==> config.mk <==
export PLATFORM = sky130hd
export DESIGN_NAME = mul_share_sched
export DESIGN_NICKNAME = d
export VERILOG_FILES = /design/src/rtl/mul_share_sched_pkg.sv /design/src/rtl/mul_share_sched_mul_pipe.sv /design/src/rtl/mul_share_sched.sv
export SDC_FILE = /design/constraint.sdc
export NUM_CORES = 1
export LEC_CHECK = 0
export ABC_AREA = 1
export CAP_MARGIN = 10
export CORE_MARGIN = 1.5
export CORE_UTILIZATION = 45
export CTS_CLUSTER_SIZE = 20
export DETAILED_ROUTE_END_ITERATION = 6
export PLACE_DENSITY = 0.66
export SLEW_MARGIN = 20
export SYNTH_ARGS = -nofsm -noshare
export SYNTH_HDL_FRONTEND = slang
export SYNTH_SLANG_ARGS = --single-unit
==> constraint.sdc <==
create_clock -name system1000 -period 4.85 [get_ports system1000]
set_input_delay 0.97 -clock system1000 [delete_from_list [all_inputs] [get_ports system1000]]
set_output_delay 0.97 -clock system1000 [all_outputs]
set_load 0.02 [all_outputs]
==> src/rtl/mul_share_sched_pkg.sv <==
`default_nettype none
// ============================================================================
// Module      : mul_share_sched_pkg
// Description : Shared types and constants for the shared-multiplier
//               scheduler: operand-pair struct, FSM state enum, widths.
// Revision    : 1.0  initial release
// ============================================================================
package mul_share_sched_pkg;

    localparam int OP_W   = 9;    // width of one signed operand
    localparam int PROD_W = 18;   // width of the full-precision product
    localparam int CNT_W  = 16;   // width of the completed-operation counter

    // Packed operand pair as presented on reqN_ops: [17:9]=sel0, [8:0]=sel1.
    typedef struct packed {
        logic signed [OP_W-1:0] sel0;
        logic signed [OP_W-1:0] sel1;
    } product0_t;

    // Scheduler states: waiting for a request, multiplying, holding a result.
    typedef enum logic [1:0] {
        IDLE = 2'd0,
        MUL  = 2'd1,
        HOLD = 2'd2
    } state_t;

    // Flatten an operand pair into its bus representation.
    function automatic logic [2*OP_W-1:0] product0_to_lv(input product0_t p);
        return p;
    endfunction

    // Interpret a bus value as an operand pair.
    function automatic product0_t product0_from_lv(input logic [2*OP_W-1:0] v);
        return product0_t'(v);
    endfunction

endpackage : mul_share_sched_pkg
`default_nettype wire

==> src/rtl/mul_share_sched_mul_pipe.sv <==
`default_nettype none
// ============================================================================
// Module      : mul_pipe
// Description : Fixed-latency 9x9 signed multiplier. The product appears on
//               p_o exactly MUL_LAT clocks after the operands are presented;
//               there is no handshake, the caller tracks the latency.
// Revision    : 1.0  initial release
// ============================================================================
module mul_pipe
    import mul_share_sched_pkg::*;
#(
    parameter int MUL_LAT = 2
) (
    input  logic                     clk_i,
    input  logic                     rstn_i,
    input  logic signed [OP_W-1:0]   a_i,
    input  logic signed [OP_W-1:0]   b_i,
    output logic signed [PROD_W-1:0] p_o
);

    logic signed [PROD_W-1:0] a_ext_w;
    logic signed [PROD_W-1:0] b_ext_w;
    logic signed [PROD_W-1:0] prod_w;
    logic signed [PROD_W-1:0] stage_q [MUL_LAT];

    // Sign-extend to product width first; a 9x9 signed product always fits
    // in 18 bits, so the truncated 18x18 result is exact.
    assign a_ext_w = {{(PROD_W-OP_W){a_i[OP_W-1]}}, a_i};
    assign b_ext_w = {{(PROD_W-OP_W){b_i[OP_W-1]}}, b_i};
    assign prod_w  = a_ext_w * b_ext_w;

    // Product register followed by MUL_LAT-1 plain delay stages.
    always_ff @(posedge clk_i) begin
        if (!rstn_i) begin
            for (int i = 0; i < MUL_LAT; i++) begin
                stage_q[i] <= '0;
            end
        end else begin
            stage_q[0] <= prod_w;
            for (int i = 1; i < MUL_LAT; i++) begin
                stage_q[i] <= stage_q[i-1];
            end
        end
    end

    assign p_o = stage_q[MUL_LAT-1];

endmodule : mul_pipe
`default_nettype wire

==> src/rtl/mul_share_sched.sv <==
`default_nettype none
// ============================================================================
// Module      : mul_share_sched
// Description : Shares one pipelined signed multiplier between two requesters
//               with round-robin arbitration. One operation is in flight at a
//               time; the result is held until the consumer accepts it.
// Revision    : 1.0  initial release
// ============================================================================
module mul_share_sched
    import mul_share_sched_pkg::*;
#(
    parameter int MUL_LAT = 2
) (
    input  logic                system1000,
    input  logic                system1000_rstn,
    input  logic                req0_valid,
    input  logic [2*OP_W-1:0]   req0_ops,
    output logic                req0_ready,
    input  logic                req1_valid,
    input  logic [2*OP_W-1:0]   req1_ops,
    output logic                req1_ready,
    output logic                rsp_valid,
    output logic [PROD_W-1:0]   rsp_data,
    output logic                rsp_id,
    input  logic                rsp_ready,
    output logic [CNT_W-1:0]    ops_done
);

    // Counter is loaded with MUL_LAT-1 so MUL lasts exactly MUL_LAT cycles.
    localparam logic [2:0] LAT_LOAD = 3'(MUL_LAT - 1);

    state_t             state_q,    state_d;
    logic [2:0]         cnt_q,      cnt_d;
    logic               last_id_q,  last_id_d;
    logic               id_q,       id_d;
    product0_t          ops_q,      ops_d;
    logic [CNT_W-1:0]   ops_done_q, ops_done_d;

    logic               any_valid_w;
    logic               win_w;
    logic               accept_w;
    logic signed [PROD_W-1:0] prod_w;

    // Round-robin pick: a lone requester wins, a tie goes to the one that
    // did not win last time. Grants only in IDLE and never during reset.
    always_comb begin
        any_valid_w = req0_valid | req1_valid;
        win_w       = (req0_valid & req1_valid) ? ~last_id_q : req1_valid;
        accept_w    = (state_q == IDLE) & system1000_rstn & any_valid_w;
    end

    assign req0_ready = accept_w & ~win_w;
    assign req1_ready = accept_w &  win_w;

    // Next-state logic: capture on accept, count down the multiplier latency,
    // then hold the result until the consumer takes it.
    always_comb begin
        state_d    = state_q;
        cnt_d      = cnt_q;
        last_id_d  = last_id_q;
        id_d       = id_q;
        ops_d      = ops_q;
        ops_done_d = ops_done_q;
        case (state_q)
            IDLE: begin
                if (accept_w) begin
                    state_d   = MUL;
                    cnt_d     = LAT_LOAD;
                    last_id_d = win_w;
                    id_d      = win_w;
                    ops_d     = product0_from_lv(win_w ? req1_ops : req0_ops);
                end
            end
            MUL: begin
                if (cnt_q == 3'd0) begin
                    state_d = HOLD;
                end else begin
                    cnt_d = cnt_q - 3'd1;
                end
            end
            HOLD: begin
                if (rsp_ready) begin
                    state_d    = IDLE;
                    ops_done_d = ops_done_q + 16'd1;
                end
            end
            default: begin
                state_d = IDLE;
            end
        endcase
    end

    // State register; reset aborts any in-flight operation.
    always_ff @(posedge system1000) begin
        if (!system1000_rstn) begin
            state_q    <= IDLE;
            cnt_q      <= 3'd0;
            last_id_q  <= 1'b1;
            id_q       <= 1'b0;
            ops_q      <= '0;
            ops_done_q <= '0;
        end else begin
            state_q    <= state_d;
            cnt_q      <= cnt_d;
            last_id_q  <= last_id_d;
            id_q       <= id_d;
            ops_q      <= ops_d;
            ops_done_q <= ops_done_d;
        end
    end

    // Operands stay registered for the whole operation, so the pipeline
    // output is stable throughout HOLD.
    mul_pipe #(
        .MUL_LAT (MUL_LAT)
    ) u_mul_pipe (
        .clk_i  (system1000),
        .rstn_i (system1000_rstn),
        .a_i    (ops_q.sel0),
        .b_i    (ops_q.sel1),
        .p_o    (prod_w)
    );

    assign rsp_valid = (state_q == HOLD);
    assign rsp_data  = (state_q == HOLD) ? prod_w : '0;
    assign rsp_id    = (state_q == HOLD) ? id_q   : 1'b0;
    assign ops_done  = ops_done_q;

endmodule : mul_share_sched
`default_nettype wire

==> parameters.txt <==
Parameter                              Value

Clocking
  Buffer cell driving the clock tree root ... sky130_fd_sc_hd__clkbuf_16
  Clock sink count ... 77
  H-tree depth ... 3
  Clock latency on the worst-skew pair ... 0.35 ns
  Cts bufs inserted ... 9
  Clock slew at reported path FFs ... 0.07 ns
  Clock tree from TritonCTS ... built
  Buffers from clock root to sink, at most ... 2

Detailed routing
  Per-cell via count in the routed design ... 4.80
  Total wirelength of the detailed-routed design ... 13600 um
  Number of routed nets with antenna violations ... 0
  Final routed wire length divided by cell count ... 12.6 um
  Residual DRC count ... 0
  Total number of vias ... 5190
  Violation count after the first detailed-routing iteration ... 271
  Drt first pass iters ... 5

Finish
  Non-Filler Cell Area, Final ... 0.00747 sq mm
  Count of placed standard cells in the final layout, fillers left out ... 1082
  Filler cell count ... 1256
  Ratio of cells with drive above 1 in the final layout ... 6.40%
  Register area ... 0.00155 sq mm
  Syn-to-layout area delta ... 20.2%
  Nets@finish ... 1053
  Area of the multi-input gates ... 0.00384 sq mm
  Antenna diodes ... 0

Setup path
  Critical Path, Cell by Cell ... inv_2, or2_2, fa_1, fa_1, fa_1, inv_1, fa_1, ha_1, ha_1, nand2_1, nor2_1, a21oi_1, o21ai_0, nand2_1, nand2_1, nor2_1
  Most frequent CP cell ... sky130_fd_sc_hd__fa_1
  Number of logic stages on the critical path including buffering ... 16
  Number of cells on the worst reg-to-reg path ... 16
  Worst setup path end ... u_mul_pipe.stage_q[0][15]
  Critical Path Sink Type ... register
  Maximum fanout along the worst path ... 8
  Worst-path cell with the longest stage delay ... sky130_fd_sc_hd__fa_1
  Slack of the worst reg-to-reg path ... 0.27 ns
  CP peak stage delay ... 0.56 ns
  Count of buffering cells on the critical path with inverters included ... 2
  Critical path launch point ... ops_q[8]
  Category of the worst setup path launch point ... register
  Crit Reg-Reg Startpoint ... ops_q[8]
  Data arrival time at the worst-slack endpoint ... 4.82 ns
  Crit path max-delay family ... adder cells
  WS Path Type ... reg -> reg
  Required @ worst endpoint ... 5.10 ns
  Capture instance of the worst register-to-register path ... u_mul_pipe.stage_q[0][15]

Die
  Total Die Area ... 0.0145 sq mm
  Site Rows ... 42
  Number of ports placed on the die boundary ... 79
  Initial standard-cell utilization of the core ... 46.6%
  Core Region ... 0.0133 sq mm
  Width of the die ... 121 um
  Die H ... 121 um

GRT
  Wire length of the first global-routing pass ... 23100 um
  Global-route congestion overflow total ... 0
  Number of antenna violations at the first check in global routing ... 0
  Maximum number of pins on one net before global-route repair ... 45
  Total GRT Usage ... 20.2%
  Vias in the first global route ... 4953

Pwr
  Peak supply drop ... 176 uV
  Lkg Pwr ... 3.73 nW
  Power per standard cell area ... 252 mW/mm^2

Placed design
  IO buf count ... 78
  Cells after DPL ... 1066
  Sum of net half-perimeters after detailed placement ... 10700 um
  Final weighted congestion of routability-driven global placement ... 0.842
  Total placed instance area ... 0.00717 sq mm
  Worst slack at placement ... 0.154 ns

Yosys
  Synthesized area ... 0.00622 sq mm
  Syn_nets ... 983
  Fraction of synthesis flops using an asynchronous set or reset pin ... 0%
  Proportion of synthesized chip area in sequential cells ... 24.8%
  Top cells by area, synth ... sky130_fd_sc_hd__dfxtp_1 25%, sky130_fd_sc_hd__fa_1 23%, sky130_fd_sc_hd__nand2_1 14%
  Synthesized area per cell ... 7.48 sq um
  Area fraction of the dominant cell type after synthesis ... 24.8%
  Number of enable-type register cells in the synthesized netlist ... 0
  Most area-hungry cell type in the Yosys netlist ... sky130_fd_sc_hd__dfxtp_1
  Cell count after synthesis ... 831
  Library cells used by synthesis ... 35
  Number of register bits inferred by synthesis ... 77
  Total number of yosys warnings ... 0
  Top FF cell, synth ... sky130_fd_sc_hd__dfxtp_1

STA
  Setup TNS ... 0 ns
  Post-route fraction of the period consumed by the critical path ... 94.4%
  Number of pins with negative max-slew slack in the final report ... 0
  Final critical-path required period ... 4.58 ns
  Pin slew with the least headroom to its limit ... 0.639 ns
  Fin. Hold Viols ... 0
  Post-Route Skew ... 0.00875 ns
  Relative max-transition margin ... 57.4%
  Least setup slack across all paths after layout ... 0.273 ns
  Fmax ... 218 MHz
  Number of endpoints failing setup at the final stage ... 0
  Hold slack final ... 0.412 ns
  Setup repair after global routing missed its margin ... false

Job
  Number of max-cap violations ... 0

Outcome
  Run status ... finished, final reports clean

Hold path
  Min-delay worst type ... reg -> reg
  Hold path startpoint ... u_mul_pipe.stage_q[0][3]
==> report_power, final <==
part	total, W	internal [W]	switching [W]
combinational	0.000482	0.000200	0.000282
sequential	0.000743	0.000691	0.0000525
clock	0.000658	0.000358	0.000300
total	0.00188	0.00125	0.000634
==> timing repair <==
action                     in CTS  in global routing
buffers inserted                0                  0
setup endpoints to repair       0                  5
gates resized for setup         0                 11
hold buffers                    0                  0
==> through the flow <==
stage	util [%]	total power, W
global route	56.0	0.00202
CTS	55.9	0.00191
detailed placement	53.7	0.00124
global placement	53.7	0.00123
floorplan	-	0.00109
finish	56.0	0.00188
==> layout make-up <==
cell class                 instances  area share, %
timing repair buffer              90           11.7
multi-input combinational        538           51.4
tap                              176           2.95
sequential                        77           20.8
clock buffer                       9           3.01
clock inverter                     7          0.854
inverter                         185           9.32
==> cells in the mapped netlist, drive strengths merged, types with 6 or more instances <==
master  count
nand2     235
inv       185
dfxtp      77
fa         70
nor2       67
ha         41
a21oi      38
clkbuf     25
nand3      20
o21ai      18
nor3       11
a31oi      10
buf         6
==> routing by layer <==
| metal | vias up | part of all wire [%] | track usage [%] |
|---|---|---|---|
| li1 | 2619 | - | - |
| met1 | 2428 | 45 | 26.6 |
| met2 | 122 | 48 | 34.3 |
| met3 | 21 | 4.2 | 2.88 |
| met4 | 0 | 2.1 | 6.84 |
| met5 | - | 0 | 0 |
==> placed cells by master, fill, tap and decap left out, drive strengths merged, types with 4 or more instances in the layout <==
cell and n:
nand2 235, a22oi 5, a21oi 38, nand3 20
o21ai 18, inv 189, ha 41, nor3 11
a21o 4, clkdlybuf4s50 78, nand4 5, fa 70
nor2 67, buf 12, clkbuf 9, a31oi 10
dfxtp 77
==> sequential cells by signal, summed over array words and instances, names as in the netlist <==
| name | cells |
|---|---|
| id_q | 1 |
| last_id_q | 1 |
| state_q | 2 |
| cnt_q | 3 |
| ops_done | 16 |
| ops_q | 18 |
| u_mul_pipe.stage_q | 36 |
==> cell families (layout without fill, tap and decap cells) <==
group | after synthesis | count (layout) | synth area share (%)
fa+ha+maj | 111 | 111 | 30.8
xor+xnor | 4 | 4 | 0.564
compound gates | 81 | 81 | 7.31
simple gates | 342 | 342 | 23.1
buf+inv | 216 | 291 | 13.4
flops | 77 | 77 | 24.8
==> worst min-delay path: cells and delay by family (launching register included) <==
kind | cells | cell delay (ns)
and+or+nand+nor | 1 | 0.04
buffers and inverters | 1 | 0.04
DFF | 1 | 0.31
==> worst min path at each step <==
stage               depth (start not counted)                         to  slack (ns)
global route                                2  u_mul_pipe.stage_q[0][22]        0.44
detailed placement                          2  u_mul_pipe.stage_q[0][21]        0.40
CTS                                         2  u_mul_pipe.stage_q[0][21]        0.41
finish                                      2  u_mul_pipe.stage_q[0][21]        0.41
global placement                            2  u_mul_pipe.stage_q[0][22]        0.40
floorplan                                   2  u_mul_pipe.stage_q[0][18]        0.39
No activity file was read; power rests on OpenSTA's default activity.
